## config.mk

```make
export PLATFORM = sky130hd
export DESIGN_NAME = mul_seq_ctrl
export DESIGN_NICKNAME = d
export VERILOG_FILES = /design/src/rtl/mul_seq_ctrl.sv
export SDC_FILE = /design/constraint.sdc
export NUM_CORES = 1
export LEC_CHECK = 0
export ABC_CLOCK_PERIOD_IN_PS = 2900
export CORE_ASPECT_RATIO = 0.75
export CORE_MARGIN = 3
export CORE_UTILIZATION = 58
export CTS_CLUSTER_DIAMETER = 40
export DETAILED_ROUTE_END_ITERATION = 10
export PLACE_DENSITY = 0.85
export SYNTH_ARGS = -nofsm -noshare
export SYNTH_HDL_FRONTEND = slang
export SYNTH_SLANG_ARGS = --single-unit
```

## constraint.sdc

```tcl
create_clock -name clk -period 2.9 [get_ports clk]
set_input_delay 0.58 -clock clk [delete_from_list [all_inputs] [get_ports clk]]
set_output_delay 0.58 -clock clk [all_outputs]
set_load 0.05 [all_outputs]
```

## src/rtl/mul_seq_ctrl.sv

```systemverilog
// Sequential shift-add multiplier that returns the low WIDTH bits of A*B.
// Every operation takes exactly WIDTH RUN cycles, then the result is held in DONE until the consumer takes it.
module mul_seq_ctrl #(
  parameter int WIDTH = 8
) (
  input  logic             clk,
  input  logic             rst,
  input  logic             in_valid,
  output logic             in_ready,
  input  logic [WIDTH-1:0] A,
  input  logic [WIDTH-1:0] B,
  output logic             out_valid,
  input  logic             out_ready,
  output logic [WIDTH-1:0] P,
  output logic             busy
);

  localparam int CNT_W = $clog2(WIDTH) + 1;

  typedef enum logic [1:0] {
    IDLE = 2'd0,
    RUN  = 2'd1,
    DONE = 2'd2
  } state_t;

  state_t           state;
  state_t           state_next;
  logic [WIDTH-1:0] a_reg;
  logic [WIDTH-1:0] b_reg;
  logic [WIDTH-1:0] acc;
  logic [WIDTH-1:0] acc_sum;
  logic [CNT_W-1:0] cnt;
  logic             last_step;

  // One shift-add step; the sum wraps naturally to WIDTH bits.
  always_comb begin
    acc_sum   = b_reg[0] ? (acc + a_reg) : acc;
    last_step = (cnt == CNT_W'(WIDTH - 1));
  end

  always_ff @(posedge clk) begin
    if (rst) begin
      state <= IDLE;
    end else begin
      state <= state_next;
    end
  end

  always_comb begin
    state_next = state;
    case (state)
      IDLE: begin
        if (in_valid) begin
          state_next = RUN;
        end
      end
      RUN: begin
        if (last_step) begin
          state_next = DONE;
        end
      end
      DONE: begin
        if (out_ready) begin
          state_next = IDLE;
        end
      end
      default: state_next = IDLE;
    endcase
  end

  // Handshake flags depend on the state register alone.
  always_comb begin
    in_ready  = 1'b0;
    busy      = 1'b0;
    out_valid = 1'b0;
    case (state)
      IDLE:    in_ready  = 1'b1;
      RUN:     busy      = 1'b1;
      DONE:    out_valid = 1'b1;
      default: in_ready  = 1'b0;
    endcase
  end

  always_ff @(posedge clk) begin
    if (rst) begin
      a_reg <= '0;
      b_reg <= '0;
      acc   <= '0;
      cnt   <= '0;
      P     <= '0;
    end else begin
      case (state)
        IDLE: begin
          if (in_valid) begin
            a_reg <= A;
            b_reg <= B;
            acc   <= '0;
            cnt   <= '0;
          end
        end
        RUN: begin
          acc   <= acc_sum;
          a_reg <= a_reg << 1;
          b_reg <= b_reg >> 1;
          cnt   <= cnt + CNT_W'(1);
          if (last_step) begin
            P <= acc_sum;
          end
        end
        default: begin
          a_reg <= a_reg;
        end
      endcase
    end
  end

endmodule

```

==> summary.md, run 1 <==
| Metric | Value |
|---|---|
| Post-synthesis simple-gate area fraction | `21.9%` |
| Critical path required time | `2.32 ns` |
| Combinational share of power | `17.2%` |
| Postcts setup bufs | `0` |
| Final hold violation count | `0` |
| Vias in the first global route | `1,667` |
| RSZ-0062 raised after global routing | `false` |
| CTS Buffer Depth | `2` |
| Fillers | `265` |
| Layout net count | `297` |
| Int Pwr | `0.000832 W` |
| Hold EP | `P[2]` |
| Largest net degree at the start of global routing | `32` |
| CP arrival | `1.81 ns` |
| Hold path start | `P[2]` |
| Mux cell area share after synthesis | `4.02%` |
| Commonest cells after routing, fill and taps aside | `56 x nor2_1, 38 x dfxtp_1, 30 x clkdlybuf4s50_1` |
| Mapped cell area | `2080 µm²` |
| Worst min path class | `reg2reg` |
| Post-synth top flop | `dfxtp_1` |
| DR iter-0 viols | `136` |
| All-Layer GR Usage | `23.7%` |
| Clock transition at path regs | `0.07 ns` |
| Slew @ Worst Pin | `0.766 ns` |
| Adder-cell area share of the yosys netlist | `5.77%` |
| Routed WL | `4650 µm` |
| Final setup viols | `0` |
| Overflow after GRT | `0` |
| Multi-input logic area | `1190 µm²` |
| Main combinational cell family by area after synthesis | `compound AO/OA/AOI/OAI gates` |
| CTS Hold Buffers Added | `0` |
| Detail Route Antenna Nets | `0` |
| Post-synthesis compound-gate area fraction | `23.0%` |
| Final slew viol count | `0` |
| Post-CTS sizing | `0` |
| Critical path, cell by cell | `buf_4 -> nor2_1 -> clkdlybuf4s50_1` |
| DRC viols | `0` |
| Antenna violations before repair | `0` |
| Setup ws final | `0.505 ns` |
| H-tree depth | `2` |
| Mapped Cells | `244` |
| Max Cap Violations | `0` |
| Crit path kind | `reg2out` |
| Crit Path Max Fanout | `15` |
| Inserted Diodes | `0` |
| Most common cell after layout, fill and taps aside | `nor2_1` |
| Slew headroom | `48.9%` |
| GP Congestion | `0.866` |
| Share of cells above drive strength 1 | `8.18%` |
| Achievable Freq | `0.418 GHz` |
| Cell Rows | `18` |
| Cts bufs inserted | `5` |
| Startpoint Class | `register` |
| Fin Setup TNS | `0 ns` |
| Hold_ws | `0.487 ns` |
| Sw Share | `27.0%` |
| Starting Density | `62.1%` |
| CTS tree | `done` |
| DRT Pass-1 Iters | `5` |
| Psw | `0.000307 W` |
| Root Driver | `clkbuf_8` |
| Part of the cycle the worst path needs | `82.6%` |
| Post-synth EDFFs | `0` |
| Synthesized flop and latch total | `38` |
| Syn-to-layout area delta | `18.1%` |
| Xor and xnor fraction of the mapped netlist area | `2.52%` |
| Ys Warns | `0` |
| Synthesized area per cell | `8.54 µm²` |
| Crit-path slowest cell | `clkdlybuf4s50_1` |
| Via density | `6.06` |
| Worst Hold Depth | `2` |
| Worst VDD drop | `0.347 mV` |
| Final min period | `2.39 ns` |
| Critical R2R Capture | `P[4]` |
| Distinct cells, synth | `46` |
| Syn_nets | `273` |
| Sequential share of power | `50.3%` |
| Post-synth ARST share | `0%` |
| FF/Latch Area | `761 µm²` |
| Global-route wire length before repair | `7870 µm` |
| Core Area | `3360 µm²` |
| Clk_lat worst skew | `0.29 ns` |
| CP max stage delay | `0.82 ns` |
| FF-to-FF setup slack | `0.69 ns` |
| Leak Pwr | `1.00 nW` |
| Die Ht | `57.9 µm` |
| Clock power frac | `32.5%` |
| R2R Path Start | `a_reg[0]` |
| Post-synthesis sequential area ratio | `36.5%` |
| # port buffers | `30` |
| Final setup skew | `0.00554 ns` |
| Clock Sinks | `38` |
| Die Wd | `75.2 µm` |
| DR vias | `1,874` |
| Critical Path End Type | `primary output` |
| Outcome | `completed` |
| PwrDens | `463 nW/µm²` |
| Pre-CTS setup slack | `0.725 ns` |
| Post-layout util | `73.3%` |
| Avg WL per Cell | `15.0 µm` |
| R2R depth | `6` |
| # IOs | `31` |
| Final HPWL from detailed placement | `3340 µm` |
| Full die area | `4350 µm²` |
-- metal layers --
layer / vias up / share of wire [%] / track usage (%)
li1: 923 / - / -
met1: 851 / 45 / 34.1
met2: 87 / 44 / 33.5
met3: 13 / 8.7 / 8.15
met4: 0 / 2.1 / 7.23
met5: - / 0 / 0
-- power by group through the flow --
stage / Clock [W] / Sequential (W) / Combinational [W]
floorplan: 0 / 0.000572 / 0.000149
global placement: 0 / 0.000583 / 0.000189
detailed placement: 0 / 0.000584 / 0.000194
CTS: 0.000376 / 0.000572 / 0.000196
global route: 0.000403 / 0.000576 / 0.000216
finish: 0.000371 / 0.000573 / 0.000196
-- synth_stat cells, types with 3 or more instances --
| cell | count | share of area, % |
|---|---|---|
| a211oi_1 | 7 | 2.5 |
| a21o_1 | 3 | 1.1 |
| a21oi_1 | 9 | 2.2 |
| a22o_1 | 4 | 1.7 |
| a22oi_1 | 4 | 1.4 |
| a2bb2oi_1 | 12 | 5.0 |
| a311oi_1 | 3 | 1.3 |
| a32oi_1 | 3 | 1.3 |
| buf_2 | 5 | 1.2 |
| buf_6 | 4 | 2.2 |
| clkbuf_1 | 5 | 0.90 |
| dfxtp_1 | 38 | 37 |
| ha_1 | 8 | 4.8 |
| inv_1 | 5 | 0.90 |
| mux2_2 | 3 | 1.6 |
| mux2i_1 | 5 | 2.4 |
| nand2_1 | 8 | 1.4 |
| nand2b_1 | 4 | 1.2 |
| nand3b_1 | 4 | 1.4 |
| nor2_1 | 56 | 10 |
| nor3_1 | 14 | 3.4 |
| o211ai_1 | 3 | 1.1 |
| o21ai_0 | 5 | 1.2 |
| o22ai_1 | 4 | 1.2 |
| xnor2_1 | 3 | 1.3 |
| xor2_1 | 3 | 1.3 |
-- worst max-delay path by stage --
stage / startpoint / to / cells past startpoint
6_report: state[1] / in_ready / 3
4_1_cts: state[0] / in_ready / 3
3_3_place_gp: in_valid / acc[5] / 5
3_5_place_dp: a_reg[0] / P[4] / 6
5_1_grt: state[1] / in_ready / 3
2_1_floorplan: a_reg[0] / P[4] / 6
-- through the flow --
| stage | std cells | instance area (µm²) | total power (W) |
|---|---|---|---|
| after global placement | 301 | 2370 | 0.000772 |
| after detailed placement | 301 | 2370 | 0.000778 |
| after CTS | 309 | 2460 | 0.00114 |
| final | 309 | 2460 | 0.00114 |
| after floorplan | 244 | 2080 | 0.000720 |
| after global routing | 309 | 2460 | 0.00119 |
-- area by class of cell --
| class | instances | share of cell area, % |
|---|---|---|
| tap | 40 | 2.03 |
| timing repair buffer | 34 | 13.9 |
| clock buffer | 7 | 3.51 |
| sequential | 38 | 30.9 |
| multi-input combinational | 183 | 48.5 |
| clock inverter | 1 | 0.203 |
| inverter | 6 | 0.916 |
-- critical path, delay by kind of cell (launching register included) --
| family | cells | cell delay, ns |
|---|---|---|
| simple gates | 1 | 0.17 |
| buf+inv | 2 | 1.02 |
| flops | 1 | 0.34 |
-- cell families after synthesis --
family,after synthesis
and+or+nand+nor,95
adders and majority gates,9
DFF,38
AOI/OAI and AO/OA,65
buffers and inverters,23
muxes,8
xor gates and xnor gates,6
Note: power is estimated with default switching activity, not from simulation.
==> run 2: changes to the inputs <==
==> config.mk (replaced) <==
export PLATFORM = sky130hd
export DESIGN_NAME = mul_seq_ctrl
export DESIGN_NICKNAME = d
export VERILOG_FILES = /design/src/rtl/mul_seq_ctrl.sv
export SDC_FILE = /design/constraint.sdc
export NUM_CORES = 1
export LEC_CHECK = 0
export ABC_CLOCK_PERIOD_IN_PS = 2400
export CORE_ASPECT_RATIO = 0.75
export CORE_MARGIN = 3
export CORE_UTILIZATION = 54
export CTS_CLUSTER_DIAMETER = 40
export DETAILED_ROUTE_END_ITERATION = 10
export PLACE_DENSITY = 0.8
export SYNTH_ARGS = -nofsm -noshare
export SYNTH_HDL_FRONTEND = slang
export SYNTH_SLANG_ARGS = --single-unit
==> constraint.sdc (replaced) <==
create_clock -name clk -period 2.4 [get_ports clk]
set_input_delay 0.48 -clock clk [delete_from_list [all_inputs] [get_ports clk]]
set_output_delay 0.48 -clock clk [all_outputs]
set_load 0.05 [all_outputs]
==> summary.md, run 2 (synthesized netlist as in run 1, its figures left out) <==
| Metric | Value |
|---|---|
| Outcome | `completed` |
| Share of cells above drive strength 1 | `9.96% (+1.8 points)` |
| Most common cell after layout, fill and taps aside | `nor2_1` |
| Syn-to-layout area delta | `22.8%` |
| Final min period | `2.15 ns` |
| CTS Hold Buffers Added | `0 (unchanged)` |
| Crit-path slowest cell | `fa_1` |
| CP max stage delay | `0.41 ns (-0.41 ns)` |
| Via density | `5.74 (-5.3%)` |
| Antenna violations before repair | `0 (unchanged)` |
| Critical path buffers and inverters | `0 (-2)` |
| Worst VDD drop | `0.453 mV (+30%)` |
| Final setup skew | `0.0118 ns (+0.00626 ns)` |
| Final HPWL from detailed placement | `3370 µm (+0.90%)` |
| Die Wd | `77.7 µm (+3.3%)` |
| Post-layout util | `73.3% (about the same)` |
| Crit Path Max Fanout | `3 (-12)` |
| Max Cap Violations | `0 (unchanged)` |
| Layout net count | `299 (+0.67%)` |
| Post-DP Area | `2420 µm² (+2.0%)` |
| Fin Setup TNS | `0 ns (unchanged)` |
| Avg WL per Cell | `14.5 µm (-3.8%)` |
| Clock transition at path regs | `0.08 ns (about the same)` |
| Cell Rows | `18 (unchanged)` |
| CTS tree | `done` |
| Full die area | `4650 µm² (+6.7%)` |
| Inserted Diodes | `0 (unchanged)` |
| All-Layer GR Usage | `21.7% (-2.0 points)` |
| Global-route wire length before repair | `7930 µm (+0.71%)` |
| DRC viols | `0 (unchanged)` |
| Starting Density | `59.7% (-2.4 points)` |
| Core Area | `3490 µm² (+4.0%)` |
| Overflow after GRT | `0 (unchanged)` |
| Critical Path End Type | `register` |
| Part of the cycle the worst path needs | `89.4%` |
| # port buffers | `30 (unchanged)` |
| Post-CTS sizing | `0 (unchanged)` |
| Final slew viol count | `0 (unchanged)` |
| CTS Buffer Depth | `2 (unchanged)` |
| Startpoint Class | `register` |
| Final hold violation count | `0 (unchanged)` |
| Die Ht | `59.8 µm (+3.3%)` |
| DR vias | `1,843 (-1.7%)` |
| # IOs | `31 (unchanged)` |
| Critical path, cell by cell | `ha_1 -> fa_1 -> a21o_1 -> a21oi_1 -> mux2_2 -> a311oi_1` |
| Largest net degree at the start of global routing | `37 (+16%)` |
| CP arrival | `2.36 ns (+0.55 ns)` |
| Postcts setup bufs | `0 (unchanged)` |
| Worst min path class | `reg2reg` |
| Detail Route Antenna Nets | `0 (unchanged)` |
| Clock Sinks | `38 (unchanged)` |
| H-tree depth | `2 (unchanged)` |
| Crit path kind | `reg2reg` |
| RSZ-0062 raised after global routing | `false` |
| Routed WL | `4640 µm (-0.11%)` |
| Vias in the first global route | `1,695 (+1.7%)` |
| DR iter-0 viols | `163 (+20%)` |
| Largest delay share family, worst path | `compound AO/OA/AOI/OAI gates` |
| Achievable Freq | `0.466 GHz` |
| Slew headroom | `52.1% (+3.2 points)` |
| Final instance area | `2560 µm² (+4.0%)` |
| Slew @ Worst Pin | `0.717 ns (-0.0482 ns)` |
| Final setup viols | `0 (unchanged)` |
| Leak Pwr | `1.04 nW (+4.3%)` |
| Root Driver | `clkbuf_8` |
| DRT Pass-1 Iters | `4 (-1)` |
| Clk_lat worst skew | `0.30 ns (about the same)` |
| GP Congestion | `0.811 (-6.4%)` |
| Cts bufs inserted | `5 (unchanged)` |
| Critical path required time | `2.61 ns (+0.29 ns)` |
| PwrDens | `630 nW/µm² (+36%)` |
| Commonest cells after routing, fill and taps aside | `56 x nor2_1, 38 x dfxtp_1, 28 x clkdlybuf4s50_1` |
==> run 2: power by group <==
| group | switching (W) | leakage (nW) | internal, W |
|---|---|---|---|
| registers | 0.0000318 | 0.311 | 0.000659 |
| clock network | 0.000236 | 0.0714 | 0.000444 |
| logic | 0.000123 | 0.661 | 0.000120 |
| total | 0.000390 | 1.04 | 0.00122 |
==> run 2: final cells by class <==
class | instances | area, µm²
clock buffers | 6 | 82.6
clock inverters | 2 | 60.1
fillers | 263 | 932
inverters | 6 | 22.5
multi-input cells | 183 | 1190
flip-flops and latches | 38 | 761
well taps | 50 | 62.6
repair buffers | 36 | 378
==> run 2: worst paths after layout <==
check           start   end  slack, ns  cells past startpoint
max          a_reg[0]  P[4]       0.25                      6
min              P[2]  P[2]       0.49                      2
max reg2reg  a_reg[0]  P[4]       0.25                      6
min reg2reg      P[2]  P[2]       0.49                      2
==> run 2: per-stage QoR <==
| stage | setup slack [ns] | std cells | hold slack, ns | total power (W) |
|---|---|---|---|---|
| floorplan | 0.439 | 244 | 0.455 | 0.000870 |
| finish | 0.253 | 321 | 0.487 | 0.00161 |
| global placement | 0.385 | 313 | 0.462 | 0.000941 |
| CTS | 0.271 | 321 | 0.492 | 0.00162 |
| global route | 0.143 | 321 | 0.524 | 0.00167 |
| detailed placement | 0.299 | 313 | 0.480 | 0.000946 |
==> run 2: worst min-delay path: stages, from the launching register on <==
cell and delay [ns]:
dfxtp_1 0.32, o21ai_0 0.07, a21oi_1 0.06
==> run 2: per-layer routing <==
metal	track usage [%]	share of wire, %
met5	0	0
met4	7.61	0.91
met2	33.7	43
met1	30.2	50
met3	4.22	5.6
==> RTL edit: new RTL, flow settings as in run 2 <==
Encoding of `state_t`: now one-hot (3 bits for 3 states).
--- a/src/rtl/mul_seq_ctrl.sv
+++ b/src/rtl/mul_seq_ctrl.sv
@@ -17,10 +17,10 @@
 
   localparam int CNT_W = $clog2(WIDTH) + 1;
 
-  typedef enum logic [1:0] {
-    IDLE = 2'd0,
-    RUN  = 2'd1,
-    DONE = 2'd2
+  typedef enum logic [2:0] {
+    IDLE = 3'b001,
+    RUN  = 3'b010,
+    DONE = 3'b100
   } state_t;
 
   state_t           state;
Behaviour: no difference found for any inputs over 4 cycles, from zero or initial values and one cycle with rst high; so few cycles prove little.
==> RTL edit against run 2 <==
Area after synthesis down 8.3%; setup slack worse by 0.11 ns; design area down 10%; non-clock buffer count down 3; total power down 21%; maximum frequency down 5.1%; sequential cell count up 1; wire length down 7.3%; critical endpoint is now out_valid.
==> RTL edit: results <==
group,metric,value,unit
worst_setup_path,critical_path_arrival,1.78,ns
worst_setup_path,cp_max_fo,5,
power_and_ir_drop,cellLeakagePower,0.846,nW
power_and_ir_drop,ir_drop,541,uV
timing,relSlewSlack,50.8,%
cells_and_area,layout-drive-gt1-share,6.49,%
worst_setup_path,cp_slowest_stage_delay,0.84,ns
synthesis,seq_area_frac_synth,40.9,%
place,place_hpwl,3.12,mm
cts,ctsRootBufferMaster,"clkbuf_8",
global_route,groute.usage.overall,21.3,%
synthesis,synth_area_leaders,"dfxtp_1, a222oi_1, nor2_1, ha_1, a211oi_1",
place,place_area,2210,um2
synthesis,ys_top_cells_by_count,"dfxtp_1, nor2_1, a222oi_1",
cts,cts_buffers,5,
global_route,grt_max_degree,26,
cells_and_area,n_antenna_cell,0,
synthesis,synth_top_area_share,40.9,%
cts,cts_resized,0,
synthesis,ys_types,42,
global_route,antenna_found_initial,0,
power_and_ir_drop,internal_power,954,uW
floorplan,fp-row-count,18,
global_route,grt_pass1_wl,7.09,mm
worst_setup_path,crit_family,"buffers and inverters",
global_route,grt_pass1_vias,1523,
place,place_congestion,0.854,
detailed_routing,dr.pass1.iters,5,
synthesis,synth_flop_cell,"dfxtp_1",
synthesis,yosysWarnings,0,
detailed_routing,wl,4.30,mm
synthesis,syn-num-nets,235,
timing,fin_skew,0.00714,ns
synthesis,async_flop_share,0,%
cells_and_area,nNetsFinal,259,
cts,post_cts_buffers,0,
floorplan,die_width,74.7,um
cts,cts_tree,"built",
detailed_routing,initialDrtViolationCount,129,
run_status,status,"completed",
detailed_routing,via_count,1650,
place,portBuffers,30,
cts,insertion_delay,0.28,ns
cts,clock_path_buffers,2,
place,pre_cts_slack,0.252,ns
worst_setup_path,crit_slowest_cell,"clkdlybuf4s50_1",
cts,htreeDepth,2,
hold_path,hold_class,"reg -> reg",
cts,clkTransAtPathRegs,0.07,ns
## RTL edit: cell types whose count changed after synthesis, sizes merged, moves of 4 or more
cell,before,now
o22ai,4,0
nor2,57,35
a22o,4,0
clkbuf,5,9
nor3,14,3
nand2,8,4
buf,12,7
a222oi,0,13
a2bb2oi,12,0
a211oi,7,12
## RTL edit: cells by family after synthesis
kind of cell | Yosys count | share of synthesized area [%]
AO/OA/AOI/OAI | 63 | 25.2
multiplexers | 8 | 4.19
XOR/XNOR | 7 | 3.21
buffers and inverters | 19 | 4.98
flip-flops | 39 | 40.9
adder cells (fa/ha/maj) | 9 | 6.29
AND/OR/NAND/NOR | 61 | 15.3
## RTL edit: path summary, 6_finish.rpt
path            start         to  slack, ns  cells after the start
min reg2reg  b_reg[4]   b_reg[4]       0.50                      2
min          b_reg[4]   b_reg[4]       0.50                      2
max reg2reg  a_reg[0]     acc[6]       0.26                      7
max          state[2]  out_valid       0.14                      2
## RTL edit: worst min-delay path, delay by kind of cell, from the launching register on
family / cells / cell delay [ns]
flops: 1 / 0.33
simple gates: 1 / 0.08
compound gates: 1 / 0.06
## RTL edit: stage by stage
| step | instances | util, % |
|---|---|---|
| final | 271 | 68.8 |
| after global routing | 271 | 68.8 |
| after CTS | 271 | 68.8 |
| after detailed placement | 263 | 66.4 |
| after global placement | 263 | 66.4 |
| after floorplan | 206 | - |
## RTL edit: metal layers
metal / global-route usage [%] / vias up / share of wire, %
li1: - / 816 / -
met1: 28.4 / 781 / 45
met2: 34.3 / 46 / 49
met3: 5.11 / 7 / 4.9
met4: 6.35 / 0 / 1.1
met5: 0 / - / 0
## RTL edit: power groups by stage
stage | clock (mW) | sequential, mW | combinational, mW
6_report | 0.415 | 0.688 | 0.178
5_1_grt | 0.451 | 0.691 | 0.195
4_1_cts | 0.424 | 0.688 | 0.177
3_5_place_dp | 0 | 0.702 | 0.176
3_3_place_gp | 0 | 0.701 | 0.170
2_1_floorplan | 0 | 0.697 | 0.121
## RTL edit: final cells by class
class / instances / area [um2]
Multi-Input combinational cell: 148 / 1040
Inverter: 3 / 11.3
Sequential cell: 39 / 781
Clock buffer: 7 / 76.3
Fill cell: 266 / 1040
Timing Repair Buffer: 33 / 333
Clock inverter: 1 / 5.00
Tap cell: 40 / 50.0
